[src/rtl/load_store_unit.sv]
// rtl/load_store_unit.sv - byte-addressed load/store front end for a word-addressed synchronous data memory
// Optional misaligned-access trap: define LSU_MISALIGN_TRAP_EN
module load_store_unit #(
   parameter int WORD_SIZE    = 32,
   parameter int ADDRESS_SIZE = 32
) (
   input  logic                    clk,
   input  logic                    rst,
   input  logic                    req_valid,
   output logic                    req_ready,
   input  logic                    req_write,
   input  logic [1:0]              req_size,
   input  logic                    req_signed,
   input  logic [ADDRESS_SIZE-1:0] req_addr,
   input  logic [WORD_SIZE-1:0]    req_wdata,
   output logic                    done,
   output logic                    err,
   output logic [WORD_SIZE-1:0]    load_data,
   output logic [ADDRESS_SIZE-1:0] Address,
   output logic [WORD_SIZE-1:0]    WriteData,
   output logic                    MemRead,
   output logic                    MemWrite,
   input  logic [WORD_SIZE-1:0]    ReadData
);

   typedef enum logic [2:0] {IDLE, RD, RD_WAIT, WR, DONE} state_t;

   state_t                  state_q, state_d;
   logic [ADDRESS_SIZE-1:0] addr_q, addr_d;
   logic [1:0]              size_q, size_d;
   logic                    signed_q, signed_d;
   logic                    write_q, write_d;
   logic                    err_q, err_d;
   logic [WORD_SIZE-1:0]    wdata_q, wdata_d;
   logic [WORD_SIZE-1:0]    mem_wdata_q, mem_wdata_d;
   logic [WORD_SIZE-1:0]    load_data_q, load_data_d;

   logic                    illegal;
   logic [7:0]              rd_byte;
   logic [15:0]             rd_half;
   logic [WORD_SIZE-1:0]    extended;
   logic [WORD_SIZE-1:0]    merged;

   always_comb begin
      illegal = (req_size == 2'b11);
`ifdef LSU_MISALIGN_TRAP_EN
      if (req_size == 2'b01 && req_addr[0])
         illegal = 1'b1;
      if (req_size == 2'b10 && req_addr[1:0] != 2'b00)
         illegal = 1'b1;
`endif
   end

   // Lane extraction and merge operate on the word returned during RD_WAIT
   always_comb begin
      case (addr_q[1:0])
         2'd0:    rd_byte = ReadData[7:0];
         2'd1:    rd_byte = ReadData[15:8];
         2'd2:    rd_byte = ReadData[23:16];
         default: rd_byte = ReadData[31:24];
      endcase
      rd_half = addr_q[1] ? ReadData[31:16] : ReadData[15:0];

      case (size_q)
         2'b00:   extended = {{24{signed_q & rd_byte[7]}}, rd_byte};
         2'b01:   extended = {{16{signed_q & rd_half[15]}}, rd_half};
         default: extended = ReadData;
      endcase

      merged = ReadData;
      if (size_q == 2'b00) begin
         case (addr_q[1:0])
            2'd0:    merged[7:0]   = wdata_q[7:0];
            2'd1:    merged[15:8]  = wdata_q[7:0];
            2'd2:    merged[23:16] = wdata_q[7:0];
            default: merged[31:24] = wdata_q[7:0];
         endcase
      end else if (size_q == 2'b01) begin
         if (addr_q[1])
            merged[31:16] = wdata_q[15:0];
         else
            merged[15:0]  = wdata_q[15:0];
      end
   end

   always_comb begin
      state_d     = state_q;
      addr_d      = addr_q;
      size_d      = size_q;
      signed_d    = signed_q;
      write_d     = write_q;
      err_d       = err_q;
      wdata_d     = wdata_q;
      mem_wdata_d = mem_wdata_q;
      load_data_d = load_data_q;
      case (state_q)
         IDLE: begin
            if (req_valid) begin
               addr_d   = req_addr;
               size_d   = req_size;
               signed_d = req_signed;
               write_d  = req_write;
               wdata_d  = req_wdata;
               err_d    = illegal;
               if (illegal) begin
                  state_d = DONE;
               end else if (req_write && req_size == 2'b10) begin
                  mem_wdata_d = req_wdata;
                  state_d     = WR;
               end else begin
                  state_d = RD;
               end
            end
         end
         RD:      state_d = RD_WAIT;
         RD_WAIT: begin
            if (write_q) begin
               mem_wdata_d = merged;
               state_d     = WR;
            end else begin
               load_data_d = extended;
               state_d     = DONE;
            end
         end
         WR:      state_d = DONE;
         DONE:    state_d = IDLE;
         default: state_d = IDLE;
      endcase
   end

   always_ff @(posedge clk) begin
      if (rst) begin
         state_q     <= IDLE;
         addr_q      <= '0;
         size_q      <= 2'b00;
         signed_q    <= 1'b0;
         write_q     <= 1'b0;
         err_q       <= 1'b0;
         wdata_q     <= '0;
         mem_wdata_q <= '0;
         load_data_q <= '0;
      end else begin
         state_q     <= state_d;
         addr_q      <= addr_d;
         size_q      <= size_d;
         signed_q    <= signed_d;
         write_q     <= write_d;
         err_q       <= err_d;
         wdata_q     <= wdata_d;
         mem_wdata_q <= mem_wdata_d;
         load_data_q <= load_data_d;
      end
   end

   // Write strobe is gated by rst so an abort during WR never reaches memory
   assign req_ready = (state_q == IDLE);
   assign MemRead   = (state_q == RD);
   assign MemWrite  = (state_q == WR) && !rst;
   assign done      = (state_q == DONE);
   assign err       = (state_q == DONE) && err_q;
   assign Address   = {2'b00, addr_q[ADDRESS_SIZE-1:2]};
   assign WriteData = mem_wdata_q;
   assign load_data = load_data_q;

endmodule

[config.mk]
export PLATFORM = sky130hd
export DESIGN_NAME = load_store_unit
export DESIGN_NICKNAME = d
export VERILOG_FILES = /design/src/rtl/load_store_unit.sv
export SDC_FILE = /design/constraint.sdc
export NUM_CORES = 1
export LEC_CHECK = 0
export BUFFER_PORTS_ARGS = -buffer_cell sky130_fd_sc_hd__buf_2
export CORE_ASPECT_RATIO = 0.7
export CORE_UTILIZATION = 35
export CTS_CLUSTER_SIZE = 10
export DETAILED_ROUTE_END_ITERATION = 6
export HOLD_SLACK_MARGIN = 0.08
export PLACE_DENSITY = 0.7
export SYNTH_ARGS = -nofsm -noshare
export SYNTH_HDL_FRONTEND = slang
export SYNTH_SLANG_ARGS = --single-unit
[constraint.sdc]
create_clock -name clk -period 5.3 [get_ports clk]
set_input_delay 0.795 -clock clk [delete_from_list [all_inputs] [get_ports clk]]
set_output_delay 0.795 -clock clk [all_outputs]
set_load 0.01 [all_outputs]
# --- Word level (Yosys, flattened, before mapping) ---
# Index checks and enable logic that the tools add are counted.
op_classes:
  n_mux: 21
  bitwise_logic: 3
  reduce_logical: 12
  n_eq_ne: 13
op_table:
  columns: ["op", "count"]
  rows:
  - ["$mux W32", 6]
  - ["$pmux W32 S2", 2]
  - ["$mux W16", 3]
  - ["$mux W8", 4]
  - ["$pmux W8 S3", 1]
  - ["$pmux W3 S4", 1]
  - ["$mux W3", 3]
  - ["$eq A2 B2 Y1 const B", 3]
  - ["$eq A3 B2 Y1 const B", 2]
  - ["$ne A2 B2 Y1 const B", 3]
  - ["$reduce_and A5 Y1", 1]
  - ["$eq A2 B1 Y1 const B", 2]
  - ["$logic_not A2 Y1", 2]
  - ["$reduce_and A2 Y1", 2]
  - ["$eq A3 B1 Y1 const B", 1]
  - ["$eq A3 B3 Y1 const B", 1]
  - ["$logic_and A1 B1 Y1", 3]
  - ["$logic_not A3 Y1", 1]
  - ["$reduce_or A3 Y1", 1]
  - ["$and A1 B1 Y1", 2]
  - ["$mux W2", 1]
  - ["$ne A2 B1 Y1 const B", 1]
  - ["$reduce_bool A2 Y1", 1]
  - ["$logic_not A1 Y1", 1]
  - ["$not A1 Y1", 1]
totals:
  wordCells: 58
  output_inout_bits: 101
  inputBits: 103
  reg_bits: 120

# --- Longest topological paths before layout ---
# Gate-level depths: netlist of run 1.
logic_depth:
  depth_word: 6
  ltp_mapped: 8
  depth_no_buf: 4

# --- Least setup slack after synthesis of run 1 ---
# OpenSTA, ideal clock, no wires.
synth_path:
  path_type: "input port to output port"
  start: "in rst"
  end: "out MemWrite"
  t_arrival_ns: 1.300
  setup_slack_ns: 3.205
  path_stages: 3
  path_buffers: 1
  t_required_ns: 4.505
  cell_sequence: "clkbuf_1 -> nor2_1 -> and3_1"
synth_between:
  elab_chain_len: 2
synth_lines:
  columns: ["item", "line", "text"]
  rows:
  - ["start: declaration", "8", "input logic rst,"]
  - ["$logic_not A1 Y1", "158", "assign MemWrite = (state_q == WR) && !rst;"]
  - ["$logic_and A1 B1 Y1", "158", null]
  - ["end: declaration", "22", "output logic MemWrite,"]
# Every way passes these cells.

# --- Worst setup path in the final report of run 1 ---
layout_path:
  start: "reg state_q[2]"
  end: "reg mem_wdata_q[12], in the netlist WriteData[12]"
layout_between:
  elab_chain_len: 3
  word_cells_on_any_way: 9
  cone_classes: "eq/ne (5); mux (1); reduce/logical (3)"
layout_lines:
  columns: ["item", "line", "text"]
  rows:
  - ["start: declaration", "28", "state_t state_q, state_d;"]
  - ["start signal: assignment", "143", "state_q <= state_d;"]
  - ["$eq A3 B2 Y1 or $logic_not A3 Y1 (tied branches)", "96", "case (state_q)"]
  - ["$ne A2 B2 Y1 (no source line) (tied with other cells)", null, null]
  - ["$reduce_and A5 Y1 (no source line)", null, null]
  - ["end signal: assignment", "150", "mem_wdata_q <= mem_wdata_d;"]
  - ["end: declaration", "35", "logic [WORD_SIZE-1:0] mem_wdata_q, mem_wdata_d;"]
# Parallel ways exist; a longest one is shown, timed or not.
# A chain may end at the register's enable or synchronous reset.

==> results of run 1 <==
cell usage after synthesis, types with 3 or more instances:
cell	count
a211o_1	7
buf_2	11
mux2_2	4
nand2_1	151
nand3_1	8
nor3b_1	3
a211oi_1	61
and3_1	24
o31ai_1	16
a21o_1	14
clkbuf_1	45
nor2_1	71
a22oi_1	9
a221oi_1	17
o21ai_0	15
inv_1	4
dfxtp_1	120
a21oi_1	63
o21ai_1	4
o41ai_1	9
nor2b_1	9
buf_1	4
buf_6	6
nand3b_1	24
buf_4	34
o22ai_1	6
through the flow:
step | std cells | total power [uW] | util | area, sq um | setup slack [ns]
after floorplan | 766 | 1370 | - | 6050 | 3.20
after global placement | 1100 | 1520 | 0.414 | 6870 | 2.20
after detailed placement | 1100 | 1530 | 0.414 | 6870 | 2.09
after CTS | 1132 | 2670 | 0.449 | 7450 | 2.38
after global routing | 1132 | 2780 | 0.449 | 7450 | 2.16
final | 1132 | 2660 | 0.449 | 7450 | 2.37
area by class of cell:
type	instances	area, sq um	share of cell area
multi-input cells	541	3090	0.415
flip-flops and latches	120	2400	0.322
repair buffers	210	1080	0.144
clock buffers	20	457	0.0613
well taps	225	282	0.0378
clock inverters	12	125	0.0168
inverters	4	15.0	0.00202
state kept, by name, indices dropped and copies added (netlist names):
name       count
err_q          1
write_q        1
size_q         2
wdata_q       16
WriteData     32
signed_q       1
addr_q        32
load_data     32
state_q        3
worst paths after layout:
check	from	end	slack (ns)	cells past startpoint
worst max-delay path	state_q[2]	WriteData[12]	2.37	5
worst min-delay path	addr_q[26]	addr_q[26]	0.45	2
worst max register to register	state_q[2]	WriteData[12]	2.37	5
worst min register to register	addr_q[26]	addr_q[26]	0.45	2
where the power goes:
group / switching (uW) / leakage, uW / internal [uW]
registers: 55.9 / 0.000978 / 971
clock network: 431 / 0.000282 / 714
logic: 309 / 0.00190 / 177
per-layer routing:
layer,vias to the layer above,track usage,wire (microns)
met2,290,0.299,7940
li1,2946,-,-
met3,17,0.0589,1840
met1,2868,0.358,10000
met5,-,0,0
met4,0,0.0526,191
cells by family after synthesis:
family                 synth area share
AO/OA/AOI/OAI                     0.263
flip-flops                        0.397
multiplexers                    0.00931
buffers and inverters            0.0962
AND/OR/NAND/NOR                   0.234
other                          0.000620
worst register-to-register path, delay by kind of cell, from the launching register on:
family / cells / cell delay, ns
flops: 1 / 0.46
buf+inv: 2 / 0.79
compound gates: 2 / 0.52
simple gates: 1 / 1.04
==> reports/summary.txt, run 1 <==
status = finished clean
Final TNS setup = 0 ns
routed vias = 6,121
LEAKAGE = 0.00316 uW
Final Skew = 0.00592 ns
worst hold slack = 0.452 ns
worst-margin pin slew = 1.13 ns
Port Buffers = 201
die area = 0.0178 sq mm
Final min period = 2.93 ns
CTS buffer count = 17
HPWL Detailed = 14.2 mm
Power Density = 357 mW/mm^2
core area = 0.0166 sq mm
Post-Route WL = 20.0 mm
CP startpoint kind = register
Initial Utilization = 0.365
hold buffer count at cts = 0
Seq/Total Area, Yosys = 0.397
Top FF cell, synth = dfxtp_1
yosys warns = 0
Fillers = 1,721
Routed Antenna Nets = 0
unrepaired setup endpoints after global routing = false
total number of H-tree levels = 4
Slew headroom = 0.243
Routed WL per cell = 17.7 microns
max-slew violation count = 0
global-route wire length before repair = 31.5 mm
max cap viols = 0
CP Buf/Inv Count = 2
Peak Freq = 341 MHz
layout cells sized above 1 = 0.282
Yosys top cell by area = dfxtp_1
Yosys cell types = 48
number of enable flip-flop cells after synthesis = 0
DR vias/cell = 5.41
vias in the first global route = 5,490
drt first pass iters = 5
Syn Inst Count = 765
Row Count = 39
setup violators final = 0
most used cell along the critical path = buf_4
First DRT Iteration DRCs = 756
worst hold path class = reg -> reg
clock-pin slew on the worst setup and hold paths = 0.05 ns
layout net count = 997
Peak VDD IR = 0.166 mV
Clock Sinks = 120
Max clock buf depth = 2
most common cell after layout, fill and taps aside = buf_2
Critical Path AT = 3.23 ns
Critical Path Max Stage Delay = 1.04 ns
GR Overflow Total = 0
CP Max Fanout = 40
#FFs+latches synth = 120
routability cong. = 0.830
mapped cell area = 0.00605 sq mm
ant diodes = 0
slowest stage cell, crit path = nor4b_4
fraction of registers with async set/reset = 0
CP Data Required Time = 5.60 ns
Resized Gates After CTS = 0
Final Hold Fails = 0
Synth-to-Final Area Change = 23.2%
Synth area leaders = dfxtp_1, nand2_1, a211oi_1
most frequent cells in the layout = buf_2, nand2_1, dfxtp_1, nor2_1, a21oi_1
CTS tree = yes
initial antenna violation count = 0
DRC violation count after routing = 0
CTS Root Cell = clkbuf_16
Die Span Y = 112 microns
largest net degree at the start of global routing = 88
Tcrit/Tclk final = 0.553
IO Count = 204
post-synth top area share = 0.397
die width = 159 microns
number of setup buffers added after CTS = 0
clock latency on the worst-skew pair = 0.42 ns
Crit. End Element = register
worst-path cell chain = nor4b_4 -> buf_4 -> a22oi_2 -> buf_4 -> o41ai_1
all-layer global routing usage = 0.227
crit path kind = reg -> reg
Mean Syn Cell Area = 7.91 sq um
Top Family by Delay on Critical Path = simple AND/OR/NAND/NOR gates
Note: power is estimated with default switching activity, not from simulation.
==> inputs of run 2 (changes only) <==
- ABC_AREA: unset -> 1
- PLACE_DENSITY: 0.7 -> 0.69
- clock period: 5.3 -> 2.9 ns (I/O delays scaled with it)
==> reports/summary.txt, run 2 <==
yosys warns = 0 (unchanged)
met2 wire len = 8.95 mm (was 7.94 mm)
ant diodes = 0 (unchanged)
CP startpoint kind = register (unchanged)
Top Layer Used = met4 (unchanged)
initial antenna violation count = 0 (unchanged)
GR Overflow Total = 0 (unchanged)
CTS buffer count = 17 (unchanged)
Synth top cells by count = nand2_1, dfxtp_1, nor2_1, inv_1, nand3_1 (was nand2_1, dfxtp_1, nor2_1, a21oi_1, a211oi_1)
worst hold slack = 0.283 ns (was 0.452 ns)
Final TNS setup = 0 ns (unchanged)
violated checks = DRC
layout net count = 1,229 (was 997)
worst hold path class = in -> reg (was reg -> reg)
fraction of registers with async set/reset = 0 (unchanged)
Fillers = 1,982 (was 1,721)
all-layer global routing usage = 0.230 (was 0.227)
Seq/Total Area, Yosys = 0.367 (was 0.397)
vias in the first global route = 5,954 (was 5,490)
#FFs+latches synth = 120 (unchanged)
core area = 0.0182 sq mm (was 0.0166 sq mm)
Synth-to-Final Area Change = 22.5% (was 23.2%)
Power Density = 685 mW/mm^2 (was 357 mW/mm^2)
routed vias = 6,857 (was 6,121)
unrepaired setup endpoints after global routing = false (unchanged)
Post-Route WL = 22.0 mm (was 20.0 mm)
Routed WL per cell = 16.0 microns (was 17.7 microns)
most common cell after layout, fill and taps aside = nand2_1 (was buf_2)
CP Data Required Time = 3.25 ns (was 5.60 ns)
Peak VDD IR = 0.261 mV (was 0.166 mV)
Final Hold Fails = 0 (unchanged)
Resized Gates After CTS = 0 (unchanged)
layout cells sized above 1 = 0.247 (was 0.282)
LEAKAGE = 0.00394 uW (was 0.00316 uW)
DR vias/cell = 4.99 (was 5.41)
number of enable flip-flop cells after synthesis = 0 (unchanged)
Initial Utilization = 0.360 (was 0.365)
mapped cell area = 0.00654 sq mm (was 0.00605 sq mm)
die width = 165 microns (was 159 microns)
Crit. End Element = register (unchanged)
drt first pass iters = 7 (was 5)
Final min period = 2.08 ns (was 2.93 ns)
CTS Root Cell = clkbuf_16 (unchanged)
Row Count = 41 (was 39)
Critical Path AT = 2.44 ns (was 3.23 ns)
Peak Freq = 480 MHz (was 341 MHz)
clock-pin slew on the worst setup and hold paths = 0.06 ns (was 0.05 ns)
Synth area leaders = dfxtp_1, nand2_1, nand3_1 (was dfxtp_1, nand2_1, a211oi_1)
Port Buffers = 201 (unchanged)
Final Core Density = 0.441 (was 0.449)
worst-margin pin slew = 0.685 ns (was 1.13 ns)
Die Span Y = 116 microns (was 112 microns)
crit path kind = reg -> reg (unchanged)
global-route wire length before repair = 33.6 mm (was 31.5 mm)
hold buffer count at cts = 0 (unchanged)
HPWL Detailed = 16.1 mm (was 14.2 mm)
met1 WL = 10.6 mm (was 10.0 mm)
Slew headroom = 0.543 (was 0.243)
Mean Syn Cell Area = 6.61 sq um (was 7.91 sq um)
clock latency on the worst-skew pair = 0.42 ns (about the same)
setup violators final = 0 (unchanged)
DRC violation count after routing = 26 (was 0)
largest net degree at the start of global routing = 76 (was 88)
max-slew violation count = 0 (unchanged)
max cap viols = 0 (unchanged)
die area = 0.0193 sq mm (was 0.0178 sq mm)
placed cells = 1,343 (was 1,100)
Final Non-Filler Cells = 1,375 (was 1,132)
Yosys cell types = 32 (was 48)
status = finished with violations (was finished clean)
number of setup buffers added after CTS = 0 (unchanged)
Top FF cell, synth = dfxtp_1 (unchanged)
total number of H-tree levels = 4 (unchanged)
CTS tree = yes (unchanged)
Routed Antenna Nets = 0 (unchanged)
Final Skew = 0.00798 ns (was 0.00592 ns)
CP Max Fanout = 40 (unchanged)
Syn Inst Count = 990 (was 765)
most frequent cells in the layout = nand2_1, buf_2, dfxtp_1, nor2_1, inv_1 (was buf_2, nand2_1, dfxtp_1, nor2_1, a21oi_1)
post-synth top area share = 0.367 (was 0.397)
IO Count = 204 (unchanged)
total power = 5490 uW (was 2660 uW)
Yosys top cell by area = dfxtp_1 (unchanged)
Max clock buf depth = 2 (unchanged)
met3 wire length = 2.22 mm (was 1.84 mm)
Tcrit/Tclk final = 0.718 (was 0.553)
routability cong. = 0.952 (was 0.830)
First DRT Iteration DRCs = 652 (was 756)
most frequent cell after synthesis = nand2_1 (unchanged)
Clock Sinks = 120 (unchanged)
[run 2: metrics by stage]
step	area (sq um)	setup slack [ns]
4_1_cts	8010	0.811
6_report	8010	0.818
3_5_place_dp	7390	0.842
5_1_grt	8010	0.610
3_3_place_gp	7390	0.890
2_1_floorplan	6550	1.44
[run 2: cells by family (layout without fill, tap and decap cells)]
family / count (synthesis) / in the layout / synth area share
buffers and inverters: 189 / 337 / 0.141
other: 1 / 2 / 0.000573
and+or+nand+nor: 463 / 463 / 0.301
DFF: 120 / 120 / 0.367
AOI/OAI and AO/OA: 217 / 217 / 0.190
[run 2: final timing paths]
path                   end   startpoint  slack, ns  cells after the start
max          WriteData[28]   state_q[0]       0.82                      8
min              addr_q[9]  req_addr[9]       0.28                      3
max reg2reg  WriteData[28]   state_q[0]       0.82                      8
min reg2reg      addr_q[2]    addr_q[2]       0.46                      2
[run 2: layer usage]
metal,GRT usage,vias up
li1,-,3433
met1,0.344,3101
met2,0.316,296
met3,0.0717,27
met4,0.0503,0
met5,0,-
[run 2: area by class of cell]
type / instances / area (sq um) / share of cell area
multi-input combinational: 682 / 3230 / 0.402
sequential: 120 / 2400 / 0.300
timing repair buffer: 212 / 1110 / 0.139
clock buffer: 17 / 425 / 0.0531
inverter: 93 / 349 / 0.0436
tap: 236 / 295 / 0.0368
clock inverter: 15 / 203 / 0.0253
[run 2: worst max-delay path: stages, from the launching register on]
cell and delay, ns:
dfxtp_1 0.36, nor2_4 0.16, nand2_2 0.28, inv_2 0.61
buf_4 0.29, nand2_1 0.06, nor2_1 0.11, nor2_1 0.05
nor2_1 0.09
[run 2: power breakdown]
part / leakage, uW / switching, uW / internal [uW]
clock: 0.000303 / 824 / 1440
combinational: 0.00266 / 859 / 431
sequential: 0.000981 / 115 / 1820
total: 0.00394 / 1800 / 3690
